`src/rtl/fma_result_packer.sv`:
```
// Converts signed fixed-point accumulator results to binary32 (RNE) in three stages, then queues them in a show-ahead FIFO.
// Define FMA_PACK_SUBNORM_EN to produce subnormals instead of flushing tiny results to zero.
module fma_result_packer #(
  parameter int MANT_W     = 50,
  parameter int FRAC_W     = 47,
  parameter int EXP_W      = 8,
  parameter int BIAS       = 127,
  parameter int FIFO_DEPTH = 4
) (
  input  logic              clk,
  input  logic              rst,
  input  logic              in_valid,
  output logic              in_ready,
  input  logic [EXP_W-1:0]  in_exp,
  input  logic [MANT_W-1:0] in_mant,
  output logic              out_valid,
  input  logic              out_ready,
  output logic [31:0]       out_fp32,
  output logic [15:0]       ovf_cnt
);

  localparam int E_W = EXP_W + $clog2(MANT_W) + 2;
  localparam int P_W = $clog2(MANT_W);
  localparam int A_W = $clog2(FIFO_DEPTH);
  localparam int C_W = A_W + 1;
  localparam logic signed [E_W-1:0] E_MAX = E_W'(255);
  localparam logic signed [E_W-1:0] E_ONE = E_W'(1);
`ifdef FMA_PACK_SUBNORM_EN
  localparam logic signed [E_W-1:0] E_SUB_MIN = -E_W'(23);
`endif

  logic                     in_fire;
  logic                     v1_q, v1_d, v2_q, v2_d, v3_q, v3_d;
  logic                     sign1_q, sign1_d, inf1_q, inf1_d;
  logic [MANT_W-1:0]        mag1_q, mag1_d;
  logic [EXP_W-1:0]         exp1_q, exp1_d;
  logic                     sign2_q, sign2_d, inf2_q, inf2_d, zero2_q, zero2_d;
  logic [MANT_W-1:0]        norm2_q, norm2_d;
  logic signed [E_W-1:0]    e2_q, e2_d;
  logic [P_W-1:0]           lead;
  logic [31:0]              res3_q, res3_d;
  logic [15:0]              ovf_cnt_q, ovf_cnt_d;
  logic [31:0]              mem_q [FIFO_DEPTH];
  logic [31:0]              mem_d [FIFO_DEPTH];
  logic [A_W-1:0]           wr_ptr_q, wr_ptr_d, rd_ptr_q, rd_ptr_d;
  logic [C_W-1:0]           count_q, count_d;
  logic [C_W+1:0]           occ;
  logic                     push, pop;

  // rounding signals
  logic [22:0]              frac_raw, frac_n;
  logic                     guard, sticky, round_up, carry, ovf;
  logic [24:0]              sig_r;
  logic signed [E_W-1:0]    e_r;
`ifdef FMA_PACK_SUBNORM_EN
  logic [2*MANT_W-1:0]      sub_wide;
  logic [P_W-1:0]           sub_sh;
  logic [23:0]              sub_frac, sub_sig;
  logic                     sub_guard, sub_sticky, sub_up;
`endif

  // Admission counts results still in the pipeline so a FIFO write never finds it full.
  always_comb begin
    occ      = (C_W+2)'(count_q) + (C_W+2)'(v1_q) + (C_W+2)'(v2_q) + (C_W+2)'(v3_q);
    in_ready = occ < (C_W+2)'(FIFO_DEPTH);
    in_fire  = in_valid && in_ready;
  end

  always_comb begin
    v1_d    = in_fire;
    sign1_d = in_mant[MANT_W-1];
    mag1_d  = in_mant[MANT_W-1] ? (~in_mant + MANT_W'(1)) : in_mant;
    exp1_d  = in_exp;
    inf1_d  = &in_exp;
  end

  always_comb begin
    lead = '0;
    for (int i = 0; i < MANT_W; i++) begin
      if (mag1_q[i]) lead = P_W'(i);
    end
    v2_d    = v1_q;
    sign2_d = sign1_q;
    inf2_d  = inf1_q;
    zero2_d = (mag1_q == '0);
    norm2_d = mag1_q << (P_W'(MANT_W - 1) - lead);
    e2_d    = E_W'(exp1_q) + E_W'(lead) - E_W'(FRAC_W) + E_W'(127 - BIAS);
  end

  always_comb begin
    frac_raw = norm2_q[MANT_W-2 -: 23];
    guard    = norm2_q[MANT_W-25];
    sticky   = |norm2_q[MANT_W-26:0];
    round_up = guard && (sticky || frac_raw[0]);
    sig_r    = {2'b01, frac_raw} + 25'(round_up);
    carry    = sig_r[24];
    frac_n   = carry ? 23'h0 : sig_r[22:0];
    e_r      = e2_q + E_W'(carry);
`ifdef FMA_PACK_SUBNORM_EN
    sub_sh     = P_W'(E_ONE - e2_q);
    sub_wide   = {norm2_q, {MANT_W{1'b0}}} >> sub_sh;
    sub_frac   = sub_wide[2*MANT_W-1 -: 24];
    sub_guard  = sub_wide[2*MANT_W-25];
    sub_sticky = |sub_wide[2*MANT_W-26:0];
    sub_up     = sub_guard && (sub_sticky || sub_frac[0]);
    sub_sig    = sub_frac + 24'(sub_up);
`endif
    v3_d   = v2_q;
    ovf    = 1'b0;
    res3_d = 32'h0;
    if (zero2_q) begin
      res3_d = 32'h0;
    end else if (inf2_q) begin
      res3_d = {sign2_q, 8'hFF, 23'h0};
    end else if (e_r >= E_MAX) begin
      res3_d = {sign2_q, 8'hFF, 23'h0};
      ovf    = 1'b1;
`ifdef FMA_PACK_SUBNORM_EN
    end else if (e2_q < E_ONE) begin
      // a carry into bit 23 lands in the exponent LSB, giving the minimum normal
      if (e2_q < E_SUB_MIN) res3_d = {sign2_q, 31'h0};
      else                  res3_d = {sign2_q, 8'(sub_sig[23]), sub_sig[22:0]};
`else
    end else if (e_r < E_ONE) begin
      res3_d = {sign2_q, 31'h0};
`endif
    end else begin
      res3_d = {sign2_q, e_r[7:0], frac_n};
    end
    ovf_cnt_d = ovf_cnt_q;
    if (v2_q && ovf && (ovf_cnt_q != 16'hFFFF)) ovf_cnt_d = ovf_cnt_q + 16'd1;
  end

  always_comb begin
    push     = v3_q;
    pop      = (count_q != '0) && out_ready;
    mem_d    = mem_q;
    if (push) mem_d[wr_ptr_q] = res3_q;
    wr_ptr_d = wr_ptr_q + A_W'(push);
    rd_ptr_d = rd_ptr_q + A_W'(pop);
    count_d  = count_q + C_W'(push) - C_W'(pop);
  end

  assign out_valid = (count_q != '0);
  assign out_fp32  = out_valid ? mem_q[rd_ptr_q] : 32'h0;
  assign ovf_cnt   = ovf_cnt_q;

  always_ff @(posedge clk) begin
    if (rst) begin
      v1_q      <= 1'b0;
      v2_q      <= 1'b0;
      v3_q      <= 1'b0;
      ovf_cnt_q <= '0;
      wr_ptr_q  <= '0;
      rd_ptr_q  <= '0;
      count_q   <= '0;
    end else begin
      v1_q      <= v1_d;
      v2_q      <= v2_d;
      v3_q      <= v3_d;
      ovf_cnt_q <= ovf_cnt_d;
      wr_ptr_q  <= wr_ptr_d;
      rd_ptr_q  <= rd_ptr_d;
      count_q   <= count_d;
    end
  end

  // Datapath registers carry no reset; the valid bits qualify them.
  always_ff @(posedge clk) begin
    sign1_q <= sign1_d;
    mag1_q  <= mag1_d;
    exp1_q  <= exp1_d;
    inf1_q  <= inf1_d;
    sign2_q <= sign2_d;
    inf2_q  <= inf2_d;
    zero2_q <= zero2_d;
    norm2_q <= norm2_d;
    e2_q    <= e2_d;
    res3_q  <= res3_d;
    mem_q   <= mem_d;
  end

endmodule

```
`config.mk`:
```
export PLATFORM = sky130hd
export DESIGN_NAME = fma_result_packer
export DESIGN_NICKNAME = d
export VERILOG_FILES = /design/src/rtl/fma_result_packer.sv
export SDC_FILE = /design/constraint.sdc
export NUM_CORES = 1
export LEC_CHECK = 0
export ABC_AREA = 1
export CAP_MARGIN = 20
export CORE_ASPECT_RATIO = 1.2
export CORE_MARGIN = 2
export CORE_UTILIZATION = 30
export DETAILED_ROUTE_END_ITERATION = 12
export PLACE_DENSITY_LB_ADDON = 0.2
export SYNTH_ARGS = -nofsm -noshare
export SYNTH_HDL_FRONTEND = slang
export SYNTH_SLANG_ARGS = --single-unit
export TNS_END_PERCENT = 100
```
`constraint.sdc`:
```
create_clock -name clk -period 11.3 [get_ports clk]
set_clock_uncertainty 0.2 [all_clocks]
set_input_delay 1.695 -clock clk [delete_from_list [all_inputs] [get_ports clk]]
set_output_delay 1.695 -clock clk [all_outputs]
set_load 0.02 [all_outputs]
```
; ---- Yosys cells after proc, flatten, opt, wreduce, memory -nomap -nowiden
; Index checks and enable logic that the tools add are counted.
[op_classes]
add_sub_neg = 14
order_cmp = 6
eq_ne = 1
n_shift = 1
muxes = 64
n_bitwise = 3
n_reduce_logical = 12
[ops]
columns = operator, count
row1 = 2-to-1 mux 6 bit, 48
row2 = bitwise mux 128 bit, 1
row3 = 2-to-1 mux 32 bit, 4
row4 = 2-to-1 mux 31 bit, 3
row5 = binary-select mux 32 bit (select 2 bit), 1
row6 = demux 32 bit (select 2 bit), 1
row7 = "adder 50 x 1 -> 50 bit, second input constant", 1
row8 = zero test 50 bit, 1
row9 = inverter 50 bit, 1
row10 = left shift 50 x 6 -> 49 bit, 1
row11 = 2-to-1 mux 49 bit, 1
row12 = adder 24 x 1 -> 25 bit, 1
row13 = OR reduction 25 bit, 1
row14 = 2-to-1 mux 23 bit, 1
row15 = adder 16 x 1 -> 16 bit, 1
row16 = "adder 16 x 1 -> 16 bit, second input constant", 1
row17 = "greater-or-equal comparator 16 x 9 -> 1 bit, second input constant", 1
row18 = "< comparator 16 x 2 -> 1 bit, second input constant", 1
row19 = "!= test 16 bit, second input constant", 1
row20 = "subtractor 9 x 6 -> 10 bit, second input constant", 1
row21 = adder 8 x 6 -> 9 bit, 1
row22 = AND reduction 8 bit, 1
row23 = "greater-or-equal comparator 3 bit, second input constant", 2
row24 = logical AND 1 bit, 6
row25 = 14 further kinds, 19
[totals]
ff_bits = 308
in_bits = 62
out_inout_bits = 50
wordCells = 124

; ---- Longest topological paths before layout
[depth]
ltp_word = 51
depth_mapped = 63
mapped_depth_nobuf = 61

; ---- Least setup slack after synthesis
; OpenSTA, ideal clock, no wires.
[synth_timing]
path_type = reg2reg
start = reg norm2_q[26]
end = reg ovf_cnt_q[15], in the netlist ovf_cnt[15]
setup_time_ns = 0.128
arrival_time_ns = 4.860
required_ns = 10.972
slack_ns = 6.113
path_stages_with_launch = 39
n_path_buf = 0
synth_period_minus_slack_ns = 5.187
path_cell_list = dfxtp_1 nand2_1 inv_1 ha_1 nand2_1 nor2_1 inv_1 nor2_1 and3_1 nand2_1 nor3b_1 nand4_1 inv_1 nand4_1 nor3_1 nand2_1 nor2_1 nand2_1 (+3 left out) nand2_1 nor2_1 inv_1 nor2_1 a21oi_1 or2_2 o41ai_1 nand2_1 nor4_1 nand2_1 inv_1 nand3_1 nor2_1 nand2_1 inv_1 nand2_1 xor2_1 nor2_1
[synth_between]
elab_chain_cells = 10
[synth_rtl]
columns = item, line
row1 = from (decl), 38  ; logic [MANT_W-1:0] norm2_q, norm2_d;
row2 = from (signal assigned), 177  ; norm2_q <= norm2_d;
row3 = logical OR 1 bit, 94  ; round_up = guard && (sticky || frac_raw[0]);
row4 = logical AND 1 bit, 94
row5 = adder 24 x 1 -> 25 bit *, 95  ; sig_r = {2'b01, frac_raw} + 25'(round_up);
row6 = adder 16 x 1 -> 16 bit *, 98  ; e_r = e2_q + E_W'(carry);
row7 = greater-or-equal comparator 16 x 9 -> 1 bit *, 115  ; end else if (e_r >= E_MAX) begin
row8 = 2-to-1 mux 1 bit *, 115
row9 = 2-to-1 mux 1 bit *, 113  ; end else if (inf2_q) begin
row10 = 2-to-1 mux 1 bit *, 111  ; if (zero2_q) begin
row11 = logical AND 1 bit * (2 in series), 131  ; if (v2_q && ovf && (ovf_cnt_q != 16'hFFFF)) ovf_cnt_d = ovf_cnt_q + 16'd1;
row12 = to (signal assigned), 161  ; ovf_cnt_q <= ovf_cnt_d;
row13 = to (decl), 42  ; logic [15:0] ovf_cnt_q, ovf_cnt_d;
; Every way passes the cells marked *; elsewhere a longest branch is shown, timed or not.
; A chain may end at the register's enable or synchronous reset.

; ---- Worst setup path after layout
[layout_timing]
start = reg norm2_q[26]
end = reg ovf_cnt_q[14], in the netlist ovf_cnt[14]
; Same word-level chain as after synthesis.

==> results.tsv <==
stage	metric	value	unit
yosys	syn_area	15700	µm²
worst_setup_path	critical-path-top-delay-family	simple AND/OR/NAND/NOR gates	
global_route	grt_max_degree	67	
yosys	synth_fp_nets	2129	
timing	tightest_slew	0.965	ns
yosys	synth_top_area_cell	edfxtp_1	
clock_tree	clockBufferDepth	3	
worst_setup_path	critical_path_class	flop to flop	
detailed_routing	post_drt_via_cell_ratio	4.68	
die	dieArea	54100	µm²
die	core	51600	µm²
power	p_sw	1.37	mW
timing	final_max_slew_viol_count	0	
die	start_util	30.4	%
clock_tree	post_cts_resized	0	
worst_setup_path	cp-end-kind	flop	
power	intPower	2.39	mW
yosys	ys_seq_area_share	47.5	%
worst_setup_path	cp.required	11.56	ns
die	rows	91	
job	drv_cap	0	
yosys	netlist-cell-type-count	42	
timing	final.min_clock_period	6.01	ns
detailed_routing	drc_errors	0	
yosys	yosysWarnings	0	
final_layout	drive_gt1_share	4.74	%
placed_design	hpwlAfterDp	29300	µm
global_route	grt_pass1_vias	12500	
global_route	grt_pass1_wl	66400	µm
power	p_per_area	203	nW/µm²
worst_setup_path	worstPathMaxFanout	9	
worst_hold_path	whs_path_depth	0	
power	vdd_drop_max	0.111	mV
yosys	yosys-top-cells-area	edfxtp_1 (25%), dfxtp_1 (23%), nand3_1 (11%)	
die	num_io_pins	112	
yosys	syn_inst	2039	
yosys	netlist.area_leader.share	24.5	%
placed_design	io_buffers	111	
placed_design	gp_routability_congestion	0.857	
clock_tree	cts_root_buf	clkbuf_16	
clock_tree	clk_pin_slew	0.06	ns
final_layout	diodes	0	
worst_setup_path	start_kind	flop	
power	clockPowerShare	27.7	%
clock_tree	cts_setup_buffers	0	
detailed_routing	route.detailed.wl_per_inst	14.5	µm
timing	rsz0062_at_grt	no	
global_route	grt-ovfl-total	0	
power	pwr-share-seq	37.7	%
worst_hold_path	min_path_type	flop to flop	
final_layout	final_area	18500	µm²
timing	hold_viol	0	
timing	max_freq	166	MHz
timing	setup_violations	0	
global_route	grtUsageTotal	15.2	%
power	combPwrFrac	34.7	%
clock_tree	cts.sinks	308	
worst_setup_path	crit_buf_inv	5	
detailed_routing	vias	13200	
placed_design	place_area	17500	µm²
global_route	antenna_found_initial	0	
timing	slew_headroom	35.7	%
final_layout	final_core_util	35.9	%
worst_setup_path	cp_slowest_cell	nor3b_1	
power	p_leak	7.65	nW
final_layout	syn_to_final_growth	18.0	%
detailed_routing	ant_nets	0	
clock_tree	ctsHoldBuffers	0	
yosys	ys_ff_latch	308	
timing	finalSetupTns	0	ns
worst_setup_path	slowest_delay	0.38	ns
placed_design	pre_cts_slack	5.12	ns
worst_setup_path	worstPathArrival	6.27	ns
clock_tree	clkLatencyLatePin	0.57	ns
final_layout	nets	2196	
yosys	avgSynthCellArea	7.69	µm²
timing	period_share	53.2	%
clock_tree	cts_buffers	31	
worst_setup_path	path_depth	36	
die	die_h	254	µm
timing	setup_slack	5.29	ns
worst_setup_path	reg2reg_depth	36	
die	die_w	213	µm
clock_tree	ctsHtreeMaxLevel	1	
clock_tree	cts_tree	yes	
status	status	completed	
detailed_routing	routed_wirelength	41000	µm
detailed_routing	dr.pass1.iters	5	
worst_setup_path	reg2reg_slack	5.29	ns
detailed_routing	first_iter_violations	750	
power	sw_frac_of_total	36.5	%
-- worst reg2reg max path: cells and delay by family (launching register included) --
family,cells,cell delay [ns]
buffers and inverters,5,0.41
AO/OA/AOI/OAI,4,0.61
flip-flops,1,0.33
adder cells (fa/ha/maj),3,0.55
AND/OR/NAND/NOR,24,3.79
-- area by class of cell --
cell class	instances	area, µm²
Sequential cell	308	7450
Multi-Input combinational cell	1448	7170
Fill cell	5368	33100
Clock inverter	17	180
Inverter	185	694
Timing Repair Buffer	132	1270
Tap cell	697	872
Clock buffer	41	875
-- synthesized netlist by cell type --
master      n
nand4_1    27
buf_4       1
o21bai_1    3
fa_1        3
nor4_1     10
ha_1       25
clkinv_1    4
a41oi_1     2
nand3b_1    1
buf_6       9
xnor2_1    26
xor2_1     48
buf_2      17
or2_2       3
buf_1      18
dfxtp_1   180
a21o_1      1
nand2_1   413
inv_1     178
nand2_4     1
a21boi_0    1
o31ai_1     2
or2_1       1
o211ai_1    1
a21oi_1    80
clkbuf_1   53
a31oi_1     5
nor3_1     48
and3_1      2
o21ai_0    91
o41ai_1     2
inv_2       3
and2_1      1
edfxtp_1  128
nor3b_1    11
nor2_1    269
or4_1       2
nand3_1   357
nand3_2     6
a21oi_2     1
o21ai_1     2
nand2_2     3
-- layout by cell type, fill, tap and decap left out, types with 4 or more instances in the layout --
master	synthesis	routed
inv_2	3	4
xnor2_1	26	26
clkinv_1	4	5
nand4_1	27	27
nor3b_1	11	11
clkinv_2	0	5
nor3_1	48	43
a21oi_1	80	80
nand3_2	6	6
clkbuf_8	0	4
dfxtp_1	180	179
nor4_1	10	10
nand3_1	357	357
clkbuf_1	53	5
a31oi_1	5	4
o21ai_0	91	91
inv_1	178	178
nor2_1	269	269
nand2_2	3	4
edfxtp_1	128	128
clkbuf_16	0	32
ha_1	25	25
xor2_1	48	45
buf_4	1	21
clkdlybuf4s50_1	0	111
nor3_2	0	5
nand2_1	413	412
-- power by group through the flow --
stage	Clock [mW]	Combinational [mW]	Sequential (mW)
2_1_floorplan	0	0.875	1.41
3_3_place_gp	0	1.31	1.43
3_5_place_dp	0	1.32	1.44
4_1_cts	1.07	1.32	1.42
5_1_grt	1.12	1.46	1.44
6_report	1.04	1.31	1.42
-- through the flow --
stage               total power [mW]  cells  hold WS (ns)
finish                          3.76   2828         0.128
CTS                             3.81   2828         0.128
detailed placement              2.76   2770         0.113
floorplan                       2.28   2039         0.110
global route                    4.02   2828         0.158
global placement                2.75   2770         0.115
-- state kept, by name, indices dropped and copies added, names as in the netlist, 2 cells and up --
name and flops:
mem_q 128, mag1_q 50, norm2_q 49, res3_q 32
ovf_cnt 16, e2_q 10, exp1_q 8, count_q 3
rd_ptr_q 2, wr_ptr_q 2
-- kinds of logic after synthesis --
logic type,after synthesis,synth area share [%]
flip-flops,308,47.5
AND/OR/NAND/NOR,1155,32.3
AO/OA/AOI/OAI,191,6.38
buffers and inverters,283,7.36
XOR/XNOR,74,4.13
adder cells (fa/ha/maj),28,2.38
-- routing by layer --
layer	track usage, %	wire, µm	up-vias
li1	-	-	6891
met1	19.6	18200	6057
met2	27.0	20600	243
met3	1.40	1360	46
met4	3.86	804	0
met5	0	0	-
-- final timing paths --
path,startpoint,end
worst min-delay path,inf1_q,inf2_q
worst max-delay path,norm2_q[26],ovf_cnt[14]
worst min register to register,inf1_q,inf2_q
worst max register to register,norm2_q[26],ovf_cnt[14]
No activity file was read; power rests on OpenSTA's default activity.
